$ cat src/rtl/mc_controller.sv
// mc_controller: multicycle RV32I control FSM; define MC_ILLEGAL_TRAP_EN to trap unsupported opcodes
module mc_controller (
  input  logic       clk,
  input  logic       reset,
  input  logic [6:0] op,
  input  logic [2:0] funct3,
  input  logic       funct7b5,
  input  logic       Zero,
  input  logic       MemReady,
  output logic       PCWrite,
  output logic       AdrSrc,
  output logic       MemWrite,
  output logic       IRWrite,
  output logic [1:0] ResultSrc,
  output logic [1:0] ALUSrcA,
  output logic [1:0] ALUSrcB,
  output logic [1:0] ImmSrc,
  output logic [2:0] ALUControl,
  output logic       RegWrite,
  output logic       Illegal
);
  typedef enum logic [3:0] {
    FETCH, DECODE, MEMADR, MEMREAD, MEMWB, MEMWRITE, EXECR, EXECI, ALUWB, BEQ, JAL, TRAP
  } state_t;
  localparam logic [6:0] OP_LW = 7'b0000011;
  localparam logic [6:0] OP_SW = 7'b0100011;
  localparam logic [6:0] OP_R  = 7'b0110011;
  localparam logic [6:0] OP_I  = 7'b0010011;
  localparam logic [6:0] OP_B  = 7'b1100011;
  localparam logic [6:0] OP_J  = 7'b1101111;
  state_t r_state, w_next;
  logic [1:0] w_alu_op;
  logic w_pc_write, w_mem_write, w_ir_write, w_reg_write;
`ifdef MC_ILLEGAL_TRAP_EN
  localparam state_t BAD = TRAP;
  logic r_illegal;
  always_ff @(posedge clk)
    r_illegal <= ~reset & (r_illegal | (w_next == TRAP));
  assign Illegal = r_illegal;
`else
  localparam state_t BAD = FETCH;
  assign Illegal = 1'b0;
`endif
  always_ff @(posedge clk)
    r_state <= reset ? FETCH : w_next;
  always_comb begin
    w_next      = r_state;
    w_pc_write  = 1'b0;
    w_mem_write = 1'b0;
    w_ir_write  = 1'b0;
    w_reg_write = 1'b0;
    AdrSrc      = 1'b0;
    ResultSrc   = 2'b00;
    ALUSrcA     = 2'b00;
    ALUSrcB     = 2'b00;
    w_alu_op    = 2'b00;
    case (r_state)
      FETCH: begin
        ALUSrcB    = 2'b10;
        ResultSrc  = 2'b10;
        w_ir_write = MemReady;
        w_pc_write = MemReady;
        w_next     = MemReady ? DECODE : FETCH;
      end
      DECODE: begin
        ALUSrcA = 2'b01;
        ALUSrcB = 2'b01;
        w_next  = (op == OP_LW || op == OP_SW) ? MEMADR :
                  op == OP_R ? EXECR :
                  op == OP_I ? EXECI :
                  op == OP_B ? BEQ :
                  op == OP_J ? JAL : BAD;
      end
      MEMADR: begin
        ALUSrcA = 2'b10;
        ALUSrcB = 2'b01;
        w_next  = op == OP_LW ? MEMREAD : MEMWRITE;
      end
      MEMREAD: begin
        AdrSrc = 1'b1;
        w_next = MemReady ? MEMWB : MEMREAD;
      end
      MEMWB: begin
        ResultSrc   = 2'b01;
        w_reg_write = 1'b1;
        w_next      = FETCH;
      end
      MEMWRITE: begin
        AdrSrc      = 1'b1;
        w_mem_write = 1'b1;
        w_next      = MemReady ? FETCH : MEMWRITE;
      end
      EXECR: begin
        ALUSrcA  = 2'b10;
        w_alu_op = 2'b10;
        w_next   = ALUWB;
      end
      EXECI: begin
        ALUSrcA  = 2'b10;
        ALUSrcB  = 2'b01;
        w_alu_op = 2'b10;
        w_next   = ALUWB;
      end
      ALUWB: begin
        w_reg_write = 1'b1;
        w_next      = FETCH;
      end
      JAL: begin
        ALUSrcA    = 2'b01;
        ALUSrcB    = 2'b10;
        w_pc_write = 1'b1;
        w_next     = ALUWB;
      end
      BEQ: begin
        ALUSrcA    = 2'b10;
        w_alu_op   = 2'b01;
        w_pc_write = Zero;
        w_next     = FETCH;
      end
      default: ;
    endcase
  end
  assign PCWrite  = w_pc_write & ~reset;
  assign IRWrite  = w_ir_write & ~reset;
  assign MemWrite = w_mem_write & ~reset;
  assign RegWrite = w_reg_write & ~reset;
  assign ImmSrc = op == OP_SW ? 2'b01 : op == OP_B ? 2'b10 : op == OP_J ? 2'b11 : 2'b00;
  assign ALUControl = w_alu_op == 2'b00 ? 3'b000 :
                      w_alu_op == 2'b01 ? 3'b001 :
                      funct3 == 3'b000 ? ((op[5] & funct7b5) ? 3'b001 : 3'b000) :
                      funct3 == 3'b010 ? 3'b101 :
                      funct3 == 3'b110 ? 3'b011 :
                      funct3 == 3'b111 ? 3'b010 : 3'b000;
endmodule

$ cat config.mk
export PLATFORM = sky130hd
export DESIGN_NAME = mc_controller
export DESIGN_NICKNAME = d
export VERILOG_FILES = /design/src/rtl/mc_controller.sv
export SDC_FILE = /design/constraint.sdc
export NUM_CORES = 1
export LEC_CHECK = 0
export ABC_AREA = 1
export BUFFER_PORTS_ARGS = -buffer_cell sky130_fd_sc_hd__clkbuf_2
export CORE_MARGIN = 2
export CORE_UTILIZATION = 30
export CTS_BUF_LIST = sky130_fd_sc_hd__clkbuf_8
export CTS_CLUSTER_SIZE = 8
export DETAILED_ROUTE_END_ITERATION = 12
export PLACE_DENSITY = 0.63
export SETUP_SLACK_MARGIN = 0.15
export SLEW_MARGIN = 20
export SYNTH_ARGS = -nofsm -noshare
export SYNTH_HDL_FRONTEND = slang
export SYNTH_SLANG_ARGS = --single-unit
$ cat constraint.sdc
create_clock -name clk -period 2.5 [get_ports clk]
set_input_delay 0.125 -clock clk [delete_from_list [all_inputs] [get_ports clk]]
set_output_delay 0.125 -clock clk [all_outputs]
set_load 0.01 [all_outputs]
## Yosys cells after proc, flatten, opt, wreduce, memory -nomap -nowiden

Cells that the tools add are included.

- Add/sub/neg operators: 0
- Multipliers: 0
- Divide/modulo/power cells: 0
- Order comparisons: 0
- Equality and inequality tests: 20
- Shift-type cells: 0
- Multiplexer cells: 29
- Bitwise operators: 6
- Reductions and logical operators: 14

Operators with widths:

| cell | number |
|---|---|
| $pmux W4 S7 | 1 |
| $mux W3 | 7 |
| $mux W4 | 5 |
| $eq A4 B3 Y1 const B | 4 |
| $pmux W2 S2 | 4 |
| $eq A7 B6 Y1 const B | 2 |
| $eq A7 B7 Y1 const B | 2 |
| $eq A4 B4 Y1 const B | 3 |
| $mux W2 | 5 |
| $reduce_or A2 Y1 | 5 |
| $reduce_or A3 Y1 | 3 |
| $eq A4 B2 Y1 const B | 2 |
| $eq A7 B2 Y1 const B | 1 |
| $eq A7 B5 Y1 const B | 1 |
| $reduce_bool A7 Y1 | 1 |
| $eq A3 B3 Y1 const B | 2 |
| $mux W1 | 6 |
| $and A1 B1 Y1 | 5 |
| $eq A4 B1 Y1 const B | 1 |
| $logic_not A4 Y1 | 1 |
| $reduce_or A4 Y1 | 1 |
| $eq A3 B2 Y1 const B | 1 |
| $logic_not A3 Y1 | 1 |
| $pmux W1 S3 | 1 |
| other kinds (4) | 4 |

- Bits in registers: 4
- Latch bits: 0
- RAM bits: 0
- Memory bits (read-only): 0
- Output and inout bits: 17
- Memories kept: 0

## Depth between registers and ports, before layout

Gate-level depths: netlist of run 1.

- Depth after elaboration: 7
- Gate-level depth with buffers: 10
- Gate-level depth less buffers: 10

## Least setup slack after synthesis of run 1

OpenSTA, ideal clock, no wires.

- Path kind: register to output
- From: register r_state[3]
- To: output ALUControl[0]
- Data arrival time: 1042 ps
- Setup slack: 1333 ps
- Cell stages (with the launch flop): 6
- Path buffers: 0
- Cells stage by stage: dfxtp_1 inv_1 nand2_1 nor2_1 inv_1 o21ai_0

- Cells in the longest elaborated chain, start to end: 6
- Elaborated cells on any way between the ends: 9
- Those cells by class: eq/ne: 4; mux: 3; reduce/logical: 2

Ends and longest elaborated chain:

| what | line | source |
|---|---|---|
| from (decl) | 31 | `state_t r_state, w_next;` |
| from (signal assigned) | 45 | `r_state <= reset ? FETCH : w_next;` |
| $eq A4 B3 Y1 | 57 | `case (r_state)` |
| $reduce_or A2 Y1 (no source line) | n/a |  |
| $pmux W2 S2 (*) | 57 |  |
| $eq A2 B1 Y1 | 129 | `w_alu_op == 2'b01 ? 3'b001 :` |
| $mux W3 | 129 |  |
| $mux W3 (*) | 128 | `assign ALUControl = w_alu_op == 2'b00 ? 3'b000 :` |
| to (decl) | 18 | `output logic [2:0] ALUControl,` |

Mark *: on every way between the ends. The rest lies on a longest branch, timed or not.

## Worst setup path after layout of run 1

- From: register r_state[1]
- To: output ALUControl[0]

Same word-level chain as after synthesis.

==> impl_metrics.env, run 1 <==
export IMPL_grt_max_degree=9
export IMPL_top_regs="r_state: 4 flops"
export IMPL_synth_area_top_cells="nand2_1 (21%), dfxtp_1 (14%), inv_1 (13%)"
export IMPL_wirelength_um=1570
export IMPL_gr_total_overflow=0
export IMPL_first_global_vias=684
export IMPL_placementRows=15
export IMPL_start_util_pct=32.4
export IMPL_p_total_uw=256
export IMPL_drive_gt1_share_pct=28.0
export IMPL_final_cell_mix="nand2_1 (31), clkbuf_2 (30), inv_1 (20), nor2_1 (18), nand3_1 (11)"
export IMPL_outcome="completed"
export IMPL_r2r_setup_slack_ps=1250
export IMPL_groute_usage_overall_pct=16.1
export IMPL_drt_first_iter_violations=12
export IMPL_clock_skew_ps=6.38
export IMPL_clock_latency_ps=220
export IMPL_port_buffers=30
export IMPL_p_per_area_mw_per_mm2=333
export IMPL_hold_violations=0
export IMPL_dpl_hpwl_um=1370
export IMPL_n_antenna_cell=0
export IMPL_antenna_found_initial=0
export IMPL_setup_viol=0
export IMPL_max_freq_mhz=638
export IMPL_cts_tree="yes"
export IMPL_largest_register="r_state"
export IMPL_hold_path_depth=4
export IMPL_ys_ff_latch=4
export IMPL_period_share_pct=62.7
export IMPL_routedWlPerCell_um=9.36
export IMPL_clock_path_buffers=2
export IMPL_fillers=214
export IMPL_multiInputGateArea_um2=384
export IMPL_min_to="r_state[0]"
export IMPL_syn_to_final_growth_pct=36.1
export IMPL_path_clk_slew_ps=30
export IMPL_min_path_type="in -> reg"
export IMPL_seqCellArea_um2=80.1
export IMPL_reg2reg_to="r_state[0]"
export IMPL_cts_setup_buffers=0
export IMPL_fin_nets=160
export IMPL_yosysSeqAreaShare_pct=14.2
export IMPL_cts_buffers=3
export IMPL_vias_per_cell=4.60
export IMPL_endpoint_kind="output port"
export IMPL_die_width_um=47.4
export IMPL_synth_nets=127
export IMPL_synth_top_area_cell="nand2_1"
export IMPL_synth_top_area_share_pct=20.6
export IMPL_worstPathArrival_ps=1440
export IMPL_cap_violations=0
export IMPL_fin_tns_setup_ps=0
export IMPL_io_pins=32
export IMPL_synth_warnings=0
export IMPL_h_tree_depth=1
export IMPL_ir_worst_vdd_mv=0.192
export IMPL_cp_max_fo=8
export IMPL_core_mm2=0.00175
export IMPL_gp_congestion=0.879
export IMPL_rsz0062_at_grt="false"
export IMPL_antenna_left=0
export IMPL_slowest_stage="dfxtp_1"
export IMPL_critPathMaxStageDelay_ps=490
export IMPL_cts_repair_resized=0
export IMPL_grt_first_pass_wirelength_um=2590
export IMPL_root_buffer="clkbuf_8"
export IMPL_syn_cell_area_um2=566
export IMPL_design_die_area_mm2=0.00225
export IMPL_min_delay_start="reset"
export IMPL_crit_type="reg -> out"
export IMPL_layout_commonest_cell="nand2_1"
export IMPL_vias=772
export IMPL_ff2ff_path_depth=8
export IMPL_holdWs_ps=272
export IMPL_ys_types=19
export IMPL_syn_area_per_cell_um2=5.05
export IMPL_p_leak_uw=0.000485
export IMPL_drc=0
export IMPL_postCtsHoldBufs=0
export IMPL_timing_rr_start="r_state[1]"
export IMPL_final_max_slew_viol_count=0
export IMPL_die_h_um=47.4
export IMPL_worst_setup_path_start_kind="flop"
export IMPL_cp_cell_sequence="inv_1 > nor2_1 > inv_1 > o21ai_0 > clkbuf_2"
export IMPL_cp_required_ps=2380
export IMPL_clock_sinks=4
export IMPL_largest_reg_flops=4
export IMPL_postSynthCellCount=112
export IMPL_drt_pass1_iter_count=4
export IMPL_min_period_ps=1570
export IMPL_path_common_cell="inv_1"
-- cell usage after synthesis, drive strengths merged --
| cell | n |
|---|---|
| o211ai | 2 |
| nor3 | 3 |
| a31oi | 3 |
| nand3b | 2 |
| dfxtp | 4 |
| inv | 22 |
| conb | 1 |
| nand3 | 11 |
| nand2 | 32 |
| a21oi | 3 |
| nand4 | 1 |
| buf | 2 |
| nor2 | 22 |
| o21ai | 4 |
-- cell families after synthesis --
group,after synthesis,synth area share (%)
flip-flops,4,14.2
AND/OR/NAND/NOR,71,55.1
buffers and inverters,24,17.9
AO/OA/AOI/OAI,12,12.2
other,1,0.663
-- final cells by class --
type	count	share of cell area, %
Clock buffer	3	5.37
Tap cell	25	4.07
Inverter	22	10.7
Sequential cell	4	10.4
Timing Repair Buffer	30	19.5
Multi-Input combinational cell	84	49.9
-- power breakdown --
part	internal, uW	switching, uW
clock network	103	33.4
logic	21.3	32.0
registers	65.5	1.33
-- per-layer routing --
metal  global-route usage, %  share of wire (%)  vias up
met3                    3.77                8.2        0
met2                    30.8                 47       36
met4                    5.00                  0        0
li1                        -                  -      414
met1                    17.2                 45      322
met5                       0                  0        -
-- worst max-delay path, delay by kind of cell (launching register included) --
family | cells | cell delay, ps
buffers and inverters | 3 | 360
flip-flops | 1 | 490
AO/OA/AOI/OAI | 1 | 190
AND/OR/NAND/NOR | 1 | 200
-- metrics by stage --
stage                     utilization (%)  instances  cell area, um^2  worst slack [ps]
after floorplan                         -        112              566              1330
after global placement               41.7        165              728              1180
after detailed placement             41.7        165              728              1160
after CTS                            44.1        168              769               931
after global routing                 44.1        168              769               791
final                                44.1        168              769               933
-- worst max-delay path by stage --
| stage | startpoint | end |
|---|---|---|
| finish | r_state[1] | ALUControl[0] |
| floorplan | r_state[3] | ALUControl[0] |
| CTS | r_state[1] | ALUControl[0] |
| detailed placement | r_state[2] | ALUControl[0] |
| global route | r_state[3] | PCWrite |
| global placement | r_state[3] | PCWrite |
Power figures use the tool's default switching activity.
==> inputs of run 2 (changes only) <==
PLACE_DENSITY = 0.65   (was 0.63)
clock period = 1.3 ns   (was 2.5 ns; I/O delays follow)
==> impl_metrics.env, run 2 (synthesis results as in run 1) <==
export IMPL_timing_rr_start="r_state[2]"
export IMPL_holdWs_ps=223
export IMPL_cp_max_fo=5
export IMPL_postCtsHoldBufs=0
export IMPL_final_cell_mix="nand2_1 (25), clkbuf_2 (19), inv_1 (15), nor2_1 (14), buf_2 (10)"
export IMPL_cts_buffers=3
export IMPL_routedWlPerCell_um=11.6
export IMPL_min_period_ps=1300
export IMPL_grt_first_pass_wirelength_um=2800
export IMPL_min_delay_start="reset"
export IMPL_worst_setup_path_start_kind="flop"
export IMPL_rsz0062_at_grt="true"
export IMPL_worstPathArrival_ps=1230
export IMPL_ff2ff_path_depth=9
export IMPL_placementRows=15
export IMPL_drive_gt1_share_pct=48.1
export IMPL_design_die_area_mm2=0.00225
export IMPL_fin_nets=171
export IMPL_fillers=180
export IMPL_min_to="r_state[1]"
export IMPL_vias_per_cell=4.68
export IMPL_layout_commonest_cell="nand2_1"
export IMPL_p_leak_uw=0.000577
export IMPL_io_pins=32
export IMPL_clock_latency_ps=220
export IMPL_clock_path_buffers=2
export IMPL_antenna_found_initial=0
export IMPL_endpoint_kind="output port"
export IMPL_clock_sinks=4
export IMPL_path_clk_slew_ps=30
export IMPL_gr_total_overflow=0
export IMPL_final_max_slew_viol_count=0
export IMPL_largest_register="r_state"
export IMPL_r2r_setup_slack_ps=70
export IMPL_gp_congestion=0.929
export IMPL_min_path_type="in -> reg"
export IMPL_top_regs="r_state: 4 flops"
export IMPL_drt_first_iter_violations=23
export IMPL_largest_reg_flops=4
export IMPL_clock_skew_ps=2.53
export IMPL_hold_violations=0
export IMPL_reg2reg_to="r_state[0]"
export IMPL_drt_pass1_iter_count=4
export IMPL_cts_tree="yes"
export IMPL_setup_viol=0
export IMPL_h_tree_depth=1
export IMPL_first_global_vias=711
export IMPL_core_mm2=0.00175
export IMPL_cap_violations=0
export IMPL_groute_usage_overall_pct=17.1
export IMPL_drc=0
export IMPL_n_antenna_cell=0
export IMPL_hold_path_depth=4
export IMPL_max_freq_mhz=772
export IMPL_p_per_area_mw_per_mm2=524
export IMPL_crit_type="reg -> out"
export IMPL_vias=838
export IMPL_cp_required_ps=1240
export IMPL_grt_max_degree=9
export IMPL_ir_worst_vdd_mv=0.312
export IMPL_dpl_hpwl_um=1410
export IMPL_wirelength_um=2070
export IMPL_start_util_pct=32.4
export IMPL_period_share_pct=99.6
export IMPL_place_ws_ps=-1.73
export IMPL_worst_slack_ps=4.76
export IMPL_die_width_um=47.4
export IMPL_antenna_left=0
export IMPL_outcome="completed"
export IMPL_startpoint="r_state[2]"
export IMPL_die_h_um=47.4
export IMPL_port_buffers=30
export IMPL_root_buffer="clkbuf_8"
export IMPL_syn_to_final_growth_pct=75.9
run 2: cell count changes in the layout (fill, tap and decap cells not counted), moves of 4 or more:
cell      change
nand2_1       -6
inv_1         -5
nor2_1        -4
buf_2        +10
nor2_4        +6
buf_4         +8
clkbuf_2     -11
dfxtp_1       -4
dfxtp_4       +4
run 2: worst max path at each step:
stage               endpoint  slack [ps]  cells after the start
6_report             PCWrite           5                      6
5_1_grt           ALUSrcB[0]         -40                      5
4_1_cts              PCWrite          40                      5
3_5_place_dp   ALUControl[0]          -2                      5
3_3_place_gp   ALUControl[0]           5                      5
2_1_floorplan  ALUControl[0]         190                      5
run 2: report_power, final:
group          internal [uW]  leakage [uW]  total [uW]  switching (uW)
registers                119     0.0000355         123            3.69
logic                   57.4      0.000520         132            74.1
clock network            198     0.0000216         267            69.3
total                    375      0.000577         522             147
run 2: metrics by stage:
| stage | utilization, % | std cells | instance area [um^2] | power, uW | setup TNS [ps] |
|---|---|---|---|---|---|
| 2_1_floorplan | - | 112 | 566 | 186 | 0 |
| 3_3_place_gp | 42.2 | 166 | 736 | 234 | 0 |
| 3_5_place_dp | 42.2 | 166 | 736 | 236 | -1.73 |
| 4_1_cts | 54.1 | 176 | 945 | 513 | 0 |
| 5_1_grt | 57.0 | 179 | 995 | 550 | -123 |
| 6_report | 57.0 | 179 | 995 | 522 | 0 |
run 2: area by class of cell:
type,instances,area (um^2),share of cell area (%)
clock buffers,3,41.3,4.15
repair buffers,41,259,26.0
multi-input cells,84,473,47.5
well taps,25,31.3,3.14
inverters,22,95.1,9.56
flip-flops and latches,4,95.1,9.56
run 2: layer usage:
metal,GRT usage [%],wire length [um]
met2,32.7,1070
met3,3.02,140
met5,0,0
met1,19.2,852
met4,4.44,10
run 2: what timing repair did:
item,in CTS,in global routing
endpoints found under the setup margin,18,17
cloned,0,0
resized for setup,37,21
hold endpoints to repair,0,0
pin swaps,6,8
setup buffers,7,3
run 2: worst max-delay path, stage by stage (launching register included):
cell and delay, ps:
dfxtp_4 380, inv_4 90, nand2_4 80, nor2_4 90, nand2_2 70, a31oi_1 150
buf_2 150
==> inputs of run 3 (changes only) <==
CORE_UTILIZATION = 38   (was 30)
PLACE_DENSITY = 0.78   (was 0.65)
==> impl_metrics.env, run 3 (synthesis results as in run 1) <==
export IMPL_outcome="finished, violations left"
export IMPL_violations="setup timing"
export IMPL_antenna_left=0
export IMPL_gr_total_overflow=0
export IMPL_cp_required_ps=1240
export IMPL_fin_nets=177
export IMPL_grt_first_pass_wirelength_um=3220
export IMPL_drt_first_iter_violations=59
export IMPL_vias_per_cell=5.77
export IMPL_wirelength_um=2640
export IMPL_n_antenna_cell=0
export IMPL_worst_setup_path_start_kind="flop"
export IMPL_crit_type="reg -> out"
export IMPL_p_per_area_mw_per_mm2=534
export IMPL_final_max_slew_viol_count=0
export IMPL_max_freq_mhz=719
export IMPL_drive_gt1_share_pct=48.1
export IMPL_io_pins=32
export IMPL_r2r_setup_slack_ps=40
export IMPL_final_cell_mix="nand2_1 (25), clkbuf_2 (20), inv_1 (17), nor2_1 (15), buf_4 (13)"
export IMPL_port_buffers=30
export IMPL_min_path_type="in -> reg"
export IMPL_die_width_um=42.6
export IMPL_core_mm2=0.00135
export IMPL_worstPathArrival_ps=1330
export IMPL_period_share_pct=107
export IMPL_layout_commonest_cell="nand2_1"
export IMPL_clock_skew_ps=2.43
export IMPL_top_regs="r_state: 4 flops"
export IMPL_drt_pass1_iter_count=4
export IMPL_cts_buffers=3
export IMPL_clock_latency_ps=220
export IMPL_path_clk_slew_ps=30
export IMPL_groute_usage_overall_pct=23.7
export IMPL_routedWlPerCell_um=15.1
export IMPL_min_period_ps=1390
export IMPL_ir_worst_vdd_mv=0.408
export IMPL_hold_violations=0
export IMPL_start_util_pct=41.9
export IMPL_dp_cells=158
export IMPL_dpl_hpwl_um=1390
export IMPL_largest_reg_flops=4
export IMPL_p_leak_uw=0.000596
export IMPL_h_tree_depth=1
export IMPL_antenna_found_initial=0
export IMPL_fin_util_pct=74.1
export IMPL_first_global_vias=828
export IMPL_clock_path_buffers=2
export IMPL_design_die_area_mm2=0.00181
export IMPL_placementRows=13
export IMPL_root_buffer="clkbuf_8"
export IMPL_worst_slack_ps=-90.1
export IMPL_syn_to_final_growth_pct=77.0
export IMPL_die_h_um=42.6
export IMPL_rsz0062_at_grt="true"
export IMPL_p_total_uw=535
export IMPL_gp_congestion=0.924
export IMPL_largest_register="r_state"
export IMPL_vias=1010
export IMPL_final_cells=175
export IMPL_clock_sinks=4
export IMPL_cp_max_fo=6
export IMPL_cap_violations=0
export IMPL_grt_max_degree=7
export IMPL_endpoint_kind="output port"
export IMPL_setup_viol=7
export IMPL_cts_tree="yes"
export IMPL_drc=0
[run 3: cell count changes in the layout (fill, tap and decap cells not counted), sizes merged]
cell / change
buf: +5
clkbuf: +1
[run 3: final cells by class]
| class | instances | area [um^2] |
|---|---|---|
| Timing Repair Buffer | 47 | 299 |
| Fill cell | 80 | 349 |
| Multi-Input combinational cell | 84 | 449 |
| Clock buffer | 3 | 41.3 |
| Tap cell | 15 | 18.8 |
| Sequential cell | 4 | 95.1 |
| Inverter | 22 | 97.6 |
[run 3: final timing paths]
path         startpoint         end  depth (start not counted)
max reg2reg  r_state[2]  r_state[0]                          7
min reg2reg  r_state[2]  r_state[2]                          4
min               reset  r_state[0]                          4
max          r_state[2]  ALUSrcB[0]                          4
[run 3: per-layer routing]
| layer | up-vias | global-route usage, % | wire length, um |
|---|---|---|---|
| met2 | 90 | 43.1 | 1280 |
| met4 | 0 | 20.0 | 197 |
| li1 | 448 | - | - |
| met5 | - | 0 | 0 |
| met1 | 441 | 22.0 | 938 |
| met3 | 31 | 5.17 | 223 |
[run 3: repair_timing]
action / CTS / global route
hold buffers: 0 / 0
pin swaps: 9 / 7
setup buffers: 10 / 4
gates resized for setup: 31 / 21
setup endpoints to repair: 17 / 17
[run 3: critical path, cell delays in order (launching register included)]
cell	delay [ps]
dfxtp_4	380
nor2_2	230
nand2_1	180
o211ai_1	150
clkbuf_2	160
[run 3: power breakdown]
group | switching, uW | internal (uW) | total (uW)
logic | 82.7 | 66.1 | 149
clock network | 64.9 | 197 | 262
registers | 4.21 | 119 | 124
[run 3: metrics by stage]
step / worst slack [ps] / hold WS [ps] / TNS (ps) / instance area (um^2)
6_report: -90.1 / 245 / -203 / 1000
3_3_place_gp: 99.0 / 418 / 0 / 738
2_1_floorplan: 193 / 174 / 0 / 566
3_5_place_dp: 29.9 / 428 / 0 / 738
4_1_cts: 13.3 / 215 / 0 / 932
5_1_grt: -88.4 / 253 / -420 / 1000
